## src/rtl/resilient_stage_ctrl.sv

```systemverilog
// Clocked error-resilient pipeline stage controller: capture, evaluate, sample error window,
// optionally borrow TD_CYC cycles to re-latch, then hand off on 4-phase req/ack.
// Optional sticky per-lane error log enabled by defining ERR_LOG_EN.
module resilient_stage_ctrl #(
  parameter int ERR_W     = 2,
  parameter int DELAY_CYC = 4,
  parameter int TD_CYC    = 2,
  parameter int CNT_W     = 8
) (
  input  logic             clk,
  input  logic             rst,
  input  logic             Lreq,
  output logic             Lack,
  output logic             Rreq,
  input  logic             Rack,
  input  logic [ERR_W-1:0] err,
  output logic             latch_en,
  output logic             sample,
  output logic             err_flag,
  output logic [CNT_W-1:0] err_cnt
`ifdef ERR_LOG_EN
  ,
  input  logic             err_clr,
  output logic [ERR_W-1:0] err_log
`endif
);

  localparam int MAX_CYC = (DELAY_CYC > TD_CYC) ? DELAY_CYC : TD_CYC;
  localparam int CW      = $clog2(MAX_CYC + 1);
  localparam logic [CW-1:0] EVAL_LAST = CW'(DELAY_CYC - 1);
  localparam logic [CW-1:0] TD_LAST   = CW'(TD_CYC - 1);

  typedef enum logic [2:0] {
    IDLE, CAPTURE, EVAL, WINDOW, RECOVER, OUT, RTZ
  } state_t;

  state_t           state_q, state_d;
  logic [CW-1:0]    cnt_q, cnt_d;
  logic             acc_q, acc_d;
  logic             lack_q, lack_d;
  logic             rreq_q, rreq_d;
  logic             latch_en_q, latch_en_d;
  logic             sample_q, sample_d;
  logic             err_flag_q, err_flag_d;
  logic [CNT_W-1:0] err_cnt_q, err_cnt_d;

  always_comb begin
    state_d    = state_q;
    cnt_d      = cnt_q;
    acc_d      = acc_q;
    err_flag_d = err_flag_q;
    err_cnt_d  = err_cnt_q;
    // Left ack returns to zero independently of where the token is in the stage.
    lack_d     = (lack_q && !Lreq) ? 1'b0 : lack_q;

    unique case (state_q)
      IDLE: begin
        if (Lreq && !lack_q) begin
          state_d = CAPTURE;
          lack_d  = 1'b1;
        end
      end
      CAPTURE: begin
        state_d = EVAL;
        cnt_d   = '0;
      end
      EVAL: begin
        if (cnt_q == EVAL_LAST) begin
          state_d = WINDOW;
          cnt_d   = '0;
        end else begin
          cnt_d = cnt_q + CW'(1);
        end
      end
      WINDOW: begin
        acc_d = acc_q | (|err);
        if (cnt_q == TD_LAST) begin
          cnt_d = '0;
          if (acc_d) begin
            state_d = RECOVER;
          end else begin
            state_d    = OUT;
            err_flag_d = 1'b0;
          end
        end else begin
          cnt_d = cnt_q + CW'(1);
        end
      end
      RECOVER: begin
        if (cnt_q == TD_LAST) begin
          state_d    = OUT;
          cnt_d      = '0;
          err_flag_d = 1'b1;
          if (err_cnt_q != '1) err_cnt_d = err_cnt_q + CNT_W'(1);
        end else begin
          cnt_d = cnt_q + CW'(1);
        end
      end
      OUT: begin
        if (Rack) state_d = RTZ;
      end
      RTZ: begin
        if (!Rack) begin
          state_d    = IDLE;
          acc_d      = 1'b0;
          err_flag_d = 1'b0;
        end
      end
      default: state_d = IDLE;
    endcase

    // Outputs are decoded from the next state so they appear registered with it.
    latch_en_d = (state_d == CAPTURE) || ((state_d == RECOVER) && (cnt_d == TD_LAST));
    sample_d   = (state_d == WINDOW);
    rreq_d     = (state_d == OUT);
  end

  always_ff @(posedge clk) begin
    if (!rst) begin
      state_q    <= IDLE;
      cnt_q      <= '0;
      acc_q      <= 1'b0;
      lack_q     <= 1'b0;
      rreq_q     <= 1'b0;
      latch_en_q <= 1'b0;
      sample_q   <= 1'b0;
      err_flag_q <= 1'b0;
      err_cnt_q  <= '0;
    end else begin
      state_q    <= state_d;
      cnt_q      <= cnt_d;
      acc_q      <= acc_d;
      lack_q     <= lack_d;
      rreq_q     <= rreq_d;
      latch_en_q <= latch_en_d;
      sample_q   <= sample_d;
      err_flag_q <= err_flag_d;
      err_cnt_q  <= err_cnt_d;
    end
  end

  assign Lack     = lack_q;
  assign Rreq     = rreq_q;
  assign latch_en = latch_en_q;
  assign sample   = sample_q;
  assign err_flag = err_flag_q;
  assign err_cnt  = err_cnt_q;

`ifdef ERR_LOG_EN
  logic [ERR_W-1:0] err_log_q, err_log_d;

  // A set in the same cycle as a clear survives the clear.
  always_comb begin
    err_log_d = (err_clr ? '0 : err_log_q) | ((state_q == WINDOW) ? err : '0);
  end

  always_ff @(posedge clk) begin
    if (!rst) err_log_q <= '0;
    else      err_log_q <= err_log_d;
  end

  assign err_log = err_log_q;
`endif

endmodule

```

## config.mk

```make
export PLATFORM = sky130hd
export DESIGN_NAME = resilient_stage_ctrl
export DESIGN_NICKNAME = d
export VERILOG_FILES = /design/src/rtl/resilient_stage_ctrl.sv
export SDC_FILE = /design/constraint.sdc
export NUM_CORES = 1
export LEC_CHECK = 0
export CORE_MARGIN = 2
export CORE_UTILIZATION = 40
export DETAILED_ROUTE_END_ITERATION = 7
export PLACE_DENSITY_LB_ADDON = 0.3
export SYNTH_ARGS = -nofsm -noshare
export SYNTH_HDL_FRONTEND = slang
export SYNTH_SLANG_ARGS = --single-unit
```

## constraint.sdc

```tcl
create_clock -name clk -period 3.6 [get_ports clk]
set_clock_uncertainty 0.15 [all_clocks]
set_input_delay 1.08 -clock clk [delete_from_list [all_inputs] [get_ports clk]]
set_output_delay 1.08 -clock clk [all_outputs]
set_load 0.005 [all_outputs]
```

==> flow_summary_export.csv <==
group,metric,value,unit
die,initial_utilization,43.0,%
worst_setup_path,reg2reg_from,"state_q[1]",
worst_setup_path,startpoint,"Rack",
worst_setup_path,regToRegSetupSlack,1.40,ns
synth,synth.mux.area_fraction,5.08,%
worst_setup_path,required,3.64,ns
sta,period_share,72.8,%
global_routing,grt_pass1_wl,4.39,mm
place,gp_congestion,0.780,
routing,drt_pass1_iterations,4,
routing,avgRoutedWirePerCell,14.0,um
synth,synthArstFlopShare,0,%
global_routing,antenna_found_initial,0,
routing,viasPerCell,5.51,
routing,vias,1019,
routing,drc_errors,0,
synth,netlist_area,1210,sq um
job,drv_cap,0,
clocking,postCtsSetupRepairBufs,0,
worst_setup_path,crit_path_start_kind,"input pin",
worst_setup_path,worstSetupEndpoint,"err_cnt[3]",
die,ios,19,
worst_setup_path,worstPathMaxFanout,6,
worst_hold_path,hp-class,"register to register",
clocking,clock-root-buffer,"clkbuf_4",
clocking,clockBufferDepth,2,
die,core-area,2810,sq um
synth,ys.flop_type,"dfxtp_1",
place,port_buffers,18,
finish,antennaDiodeCount,0,
die,row_count,19,
pwr,ir_drop,0.000180,V
global_routing,grt_pass1_vias,953,
sta,setup-violations-final,0,
global_routing,grt_max_degree,21,
synth,synth_compound_area_share,17.3,%
worst_setup_path,rr_worst_depth,5,
clocking,cts_hold_buf,0,
sta,tightest_slew,0.625,ns
synth,synthCells,141,
die,die_area,3470,sq um
sta,rsz0062_at_grt,"no",
synth,synth_seq_cells,20,
synth,syn_avg_cell_area,8.56,sq um
clocking,clk_pin_slew,0.10,ns
sta,min_period,2.62,ns
sta,final-hold-violation-count,0,
clocking,cts_tree,"yes",
synth,synthXorXnorAreaFrac,3.63,%
worst_setup_path,path_class,"input pin to register",
synth,ys_types,47,
status,status,"finished, final reports clean",
synth,synth_nets,152,
synth,synth_fa_ha_area_share,5.18,%
pwr,leakage,0.498,nW
synth,synth-edff-count,0,
synth,synth.yosys.seq_area_share,33.2,%
global_routing,grt_use_total,16.6,%
synth,synth_simple_gate_area_share,29.4,%
sta,max_freq,0.381,GHz
finish,syn2layout_area_growth,16.0,%
clocking,cts_buffers,3,
synth,synth_top_family_by_area,"simple AND/OR/NAND/NOR gates",
clocking,post_cts_resized,0,
worst_setup_path,r2r_end,"err_cnt[4]",
sta,setup_tns,0,ns
routing,ant_nets,0,
clocking,numClockSinks,20,
worst_setup_path,crit_path_end_kind,"register",
pwr,power,0.395,mW
clocking,clkLatencyLatePin,0.30,ns
die,die_h,58.9,um
sta,slew_headroom,58.3,%
global_routing,grt_overflow_total,0,
place,place_hpwl,1.85,mm
routing,drt-total-wl,2.59,mm
finish,nets,167,
clocking,htreeDepth,1,
routing,drtIter0Drc,35,
synth,yosysWarnings,0,
die,die-width,58.9,um
finish,drive_gt1_share,6.49,%
worst_setup_path,crit_arrival,2.67,ns
pwr,pwr_density_cell,282,nW/um^2
sta,maxSlewViolCount,0,
state kept, by name, summed over array words and instances, names as in the netlist:
register  flops
state_q       3
cnt_q         3
Lack          1
err_flag      1
acc_q         1
Rreq          1
err_cnt       8
latch_en      1
sample        1
synthesized netlist by cell type (4+ instances only):
master     n  share of area [%]
inv_1      7                2.2
dfxtp_1   20                 33
nor2_1    15                4.7
nand2b_1   4                2.1
nor2b_1    6                3.1
ha_1       5                5.2
xnor2_1    4                2.9
mux2i_1    5                4.1
nand2_1    8                2.5
a21oi_1    5                2.1
nor3_1     5                2.1
o21ai_0    5                2.1
stage by stage:
step,hold WS [ns],instance area (sq um),setup slack [ns],utilization (%),cells
CTS,0.355,1400,0.975,49.9,185
finish,0.352,1400,0.978,49.9,185
global route,0.376,1400,0.863,49.9,185
global placement,0.320,1380,0.708,49.1,182
floorplan,0.325,1210,1.27,-,141
detailed placement,0.338,1380,0.651,49.1,182
cell usage in the layout (no fill, tap or decap), drive strengths merged, types with 3 or more instances in the layout:
cell and instances:
nand2b 4, ha 5, mux2i 5, xnor2 4, a21oi 6, nor2 15
o21ai 7, nand3b 3, inv 7, nand3 3, a211oi 3, dfxtp 20
nor3 6, and3 3, clkdlybuf4s50 18, nand2 8, clkbuf 3, nor2b 6
worst min path at each step:
stage	from	to	slack (ns)	depth (start not counted)
after global routing	err_cnt[7]	err_cnt[7]	0.38	2
final	err_cnt[7]	err_cnt[7]	0.35	2
after CTS	err_cnt[7]	err_cnt[7]	0.36	2
after detailed placement	err_cnt[7]	err_cnt[7]	0.34	2
after floorplan	err_cnt[7]	err_cnt[7]	0.33	2
after global placement	err_cnt[7]	err_cnt[7]	0.32	2
final cells by class:
cell class                 count  area (sq um)
inverter                       7          26.3
sequential                    20           400
fill                         291          1410
timing repair buffer          18           180
multi-input combinational    106           732
tap                           31          38.8
clock buffer                   3          22.5
kinds of logic (layout without fill, tap and decap cells):
logic type | Yosys count | in the layout
AO/OA/AOI/OAI | 29 | 29
XOR/XNOR | 5 | 5
adder cells (fa/ha/maj) | 5 | 5
buffers and inverters | 15 | 28
flip-flops | 20 | 20
multiplexers | 6 | 6
AND/OR/NAND/NOR | 61 | 61
power by group:
group	internal, mW	total, mW	leakage, nW	switching [mW]
combinational	0.0248	0.0504	0.323	0.0256
clock	0.0390	0.106	0.0138	0.0667
sequential	0.227	0.239	0.162	0.0120
routing by layer:
metal	global-route usage [%]	share of wire (%)
met1	22.9	50
met2	25.2	46
met3	4.84	3.3
met4	4.87	0.89
met5	0	0
critical path, cell delays in order:
cell	delay, ns
clkdlybuf4s50_1	0.56
nor2b_1	0.07
o21ai_1	0.45
a21oi_2	0.17
and3_1	0.22
mux2i_1	0.12
No activity file was read; power rests on OpenSTA's default activity.
==> edit 1: new RTL, same settings <==
The 7 states of `state_t` get a one-hot encoding in 7 bits.
--- a/src/rtl/resilient_stage_ctrl.sv
+++ b/src/rtl/resilient_stage_ctrl.sv
@@ -32,4 +32,4 @@
 
-  typedef enum logic [2:0] {
-    IDLE, CAPTURE, EVAL, WINDOW, RECOVER, OUT, RTZ
+  typedef enum logic [6:0] {
+    IDLE = 7'b0000001, CAPTURE = 7'b0000010, EVAL = 7'b0000100, WINDOW = 7'b0001000, RECOVER = 7'b0010000, OUT = 7'b0100000, RTZ = 7'b1000000
   } state_t;
Check against the original RTL: no difference found for any inputs over 10 cycles, from zero or initial values and one cycle with rst low; not proved beyond that.
==> edit 1 against the original RTL <==
Hold slack improved by 0.013 ns; synthesized area grew 12%; total power is 35% higher; via count up 24%; wire length rose by 19%; sequential share of layout area up 1.5 points; final area is 14% higher; fmax grew 4.2%; first-iteration DRC count rose by 100%; sequential cell count is 4 higher; die area up 11%; worst setup slack better by 0.11 ns; highest routed layer unchanged.
==> edit 1: results (changes against the original RTL) <==
Status: finished, final reports clean
Share of cells above drive strength 1: 7.059% (+0.57 points)
R2R Path Start: state_q[4]
Register area share after synthesis: 35.52% (+2.4 points)
Final #Nets: 183 (+9.6%)
Reg2Reg Depth: 4 (-1)
M3 GR Usage: 2.174% (-2.7 points)
DRT met1 WL: 1.301 mm (+1.3%)
Synthesized area per cell: 8.670 sq um (+1.2%)
Part of the cycle the worst path needs: 69.88% (-3.0 points)
DR WL/cell: 14.30 um (+2.0%)
Vias/cell: 5.838 (+6.0%)
Cell variety after synth: 48 (+2.1%)
WHS Endpoint: err_cnt[5]
Pre-CTS setup slack: 0.9173 ns (+0.2663 ns)
Post-synth top cells: 24 x dfxtp_1, 12 x a21oi_1, 11 x nor3_1
Multi-input combinational area share: 48.75% (-3.5 points)
P_clk: 193 uW (+82%)
Max_slew headroom: 65.02% (+6.8 points)
Worst-skew pair later-pin latency: 0.32 ns (+0.02 ns)
HPWL Detailed: 2.309 mm (+25%)
Routability cong.: 0.8710 (+12%)
Reg2reg setup slack: 1.43 ns (+0.03 ns)
Max incr delay on CP: 0.53 ns (-0.03 ns)
Fillers: 328 (+13%)
Clk tree area frac: 3.286% (+1.7 points)
Sw Pwr: 119.9 uW (+15%)
Placed instance count: 212 (+16%)
Switching Share: 22.54% (-3.9 points)
Non-clk bufs: 19 (+1)
Clk pin slew, worst setup/hold paths: 0.13 ns (+0.03 ns)
TritonRoute pass-1 iters: 5 (+1)
Met2 Resource Use GR: 27.45% (+2.2 points)
Routed wl met2: 1.492 mm (+24%)
Fin Hold WS: 0.3650 ns (+0.01270 ns)
Via count: 1261 (+24%)
Leakage: 0.0005600 uW (+12%)
Tapcells: 46 (+48%)
Buffering overhead: 11.74% (-1.1 points)
Placed cell area: 1546 sq um (+12%)
Vias in the first global route: 1154 (+21%)
Pin count of the biggest net entering global routing: 16 (-24%)
Power per cell area: 332.7 nW/um^2 (+18%)
Sink Count: 24 (+20%)
Post-synthesis net count: 168 (+11%)
-- edit 1: changes by cell type after synthesis, moves of 3 or more --
cell	change
inv_1	+3
or4_1	+3
nor2b_1	-4
dfxtp_1	+4
mux2i_1	-4
a21oi_1	+7
nand3b_1	-3
nor2_1	-9
or3_1	+3
xnor2_1	-4
nor3_1	+6
-- edit 1: worst max-delay path by stage --
stage | cells past startpoint | endpoint | start
floorplan | 3 | err_cnt[6] | rst
global placement | 3 | err_cnt[6] | rst
detailed placement | 4 | err_flag | rst
CTS | 1 | err_cnt[3] | err_cnt[3]
global route | 1 | err_cnt[3] | err_cnt[3]
finish | 1 | err_cnt[3] | err_cnt[3]
-- edit 1: cells by family after synthesis --
group	count (synthesis)	synth area share, %
buf+inv	20	6.845
xor+xnor	3	1.943
compound gates	40	20.45
fa+ha+maj	6	5.550
simple gates	61	28.12
flops	24	35.52
mux	2	1.573
==> edit 2: new RTL, same settings <==
Without the edit above. Set the parameter `TD_CYC` to 8 (it was 2).
--- a/src/rtl/resilient_stage_ctrl.sv
+++ b/src/rtl/resilient_stage_ctrl.sv
@@ -6,3 +6,3 @@
   parameter int DELAY_CYC = 4,
-  parameter int TD_CYC    = 2,
+  parameter int TD_CYC    = 8,
   parameter int CNT_W     = 8
Check against the original RTL: not equivalent (Yosys sat finds a counterexample within 10 cycles, from zero or initial values and one cycle with rst low).
==> edit 2 against the original RTL <==
Final cell count fell by 2.2%; worst setup slack improved by 0.10 ns; sequential power rose by 5%; via count did not move; total power rose by 5.1%; synthesized area fell by 6.9%; sequential cell count rose by 1; count of clock-buffer cells in the layout rose by 1; hold slack improved by 0.0023 ns; wire length fell by 7.4%; final area fell by 3.9%; critical path type unchanged; largest power group unchanged; highest routed layer unchanged.
==> edit 2: results (changes against the original RTL) <==
HPWL Detailed: 1.751 mm (-5.3%)
Final #Nets: 159 (-4.8%)
Vias in the first global route: 967 (+1.5%)
Pre-CTS setup slack: 0.7652 ns (+0.1143 ns)
Clk pin slew, worst setup/hold paths: 0.12 ns (+0.02 ns)
Worst-margin pin slew: 0.5670 ns (-0.05814 ns)
Leakage: 0.0004987 uW (about the same)
Total Power: 415.0 uW (+5.1%)
DR WL/cell: 13.26 um (-5.4%)
Max incr delay on CP: 0.40 ns (-0.16 ns)
Cell variety after synth: 44 (-6.4%)
Sw Pwr: 107.2 uW (+2.8%)
Iter 0 DRT Violations: 21 (-40%)
Synth top area cells: dfxtp_1 37%, xor2_1 5.5%, nand2_1 4.3%
Critical path data arrival time: 2.58 ns (-0.09 ns)
Post-synthesis net count: 142 (-6.6%)
Sequential power: 250 uW (+5%)
Status: finished, final reports clean
Register area share after synthesis: 37.42% (+4.3 points)
P_comb: 50.3 uW (about the same)
Placed cell area: 1319 sq um (-4.3%)
Routability cong.: 0.8334 (+6.8%)
Overall fraction of global-route tracks in use: 16.72% (+0.093 points)
Worst ir drop on vdd: 0.0001978 V (+9.9%)
Placed instance count: 177 (-2.7%)
Share of cells above drive strength 1: 7.333% (+0.84 points)
Max FO, Critical Path: 3 (-3)
## edit 2: cell types whose count changed in the layout (fill, tap and decap cells not counted), moves of 3 or more
cell / before / now
xor2_1: 1 / 7
nand2_1: 8 / 13
and2_1: 2 / 6
mux2i_1: 5 / 1
nor2b_1: 6 / 2
o211ai_1: 0 / 4
a211oi_1: 3 / 0
and3_1: 3 / 0
ha_1: 5 / 2
inv_1: 7 / 4
o21ai_0: 5 / 2
## edit 2: worst min-delay path, stage by stage (launching register included)
cell	delay (ns)
dfxtp_1	0.34
o221ai_1	0.06
a21boi_1	0.07
## edit 2: worst paths after layout
kind / startpoint / end / slack, ns / depth (start not counted)
worst max-delay path: err[1] / sample / 1.08 / 6
worst min-delay path: err_flag / err_flag / 0.35 / 2
worst max register to register: state_q[2] / err_cnt[6] / 1.11 / 5
worst min register to register: err_flag / err_flag / 0.35 / 2
## edit 2: per-layer routing
metal / global-route usage, % / part of all wire, % / vias up
li1: - / - / 513
met1: 24.47 / 50 / 474
met2: 24.14 / 44 / 28
met3: 3.175 / 4.6 / 4
met4: 6.977 / 1.2 / 0
met5: 0 / 0 / -
## edit 2: cell type report
type                            instances  area, sq um
Inverter                                5        18.77
Timing Repair Buffer                   19        187.7
Fill cell                             285         1365
Tap cell                               31        38.79
Clock buffer                            4        26.28
Sequential cell                        21        420.4
Multi-Input combinational cell        101        653.1
## edit 2: cell families (layout without fill, tap and decap cells)
group,Yosys count,after routing,synth area share (%)
simple gates,63,63,31.96
compound gates,25,25,15.03
flops,21,21,37.42
buf+inv,12,28,4.453
xor+xnor,9,9,7.016
fa+ha+maj,2,2,2.227
mux,2,2,1.893
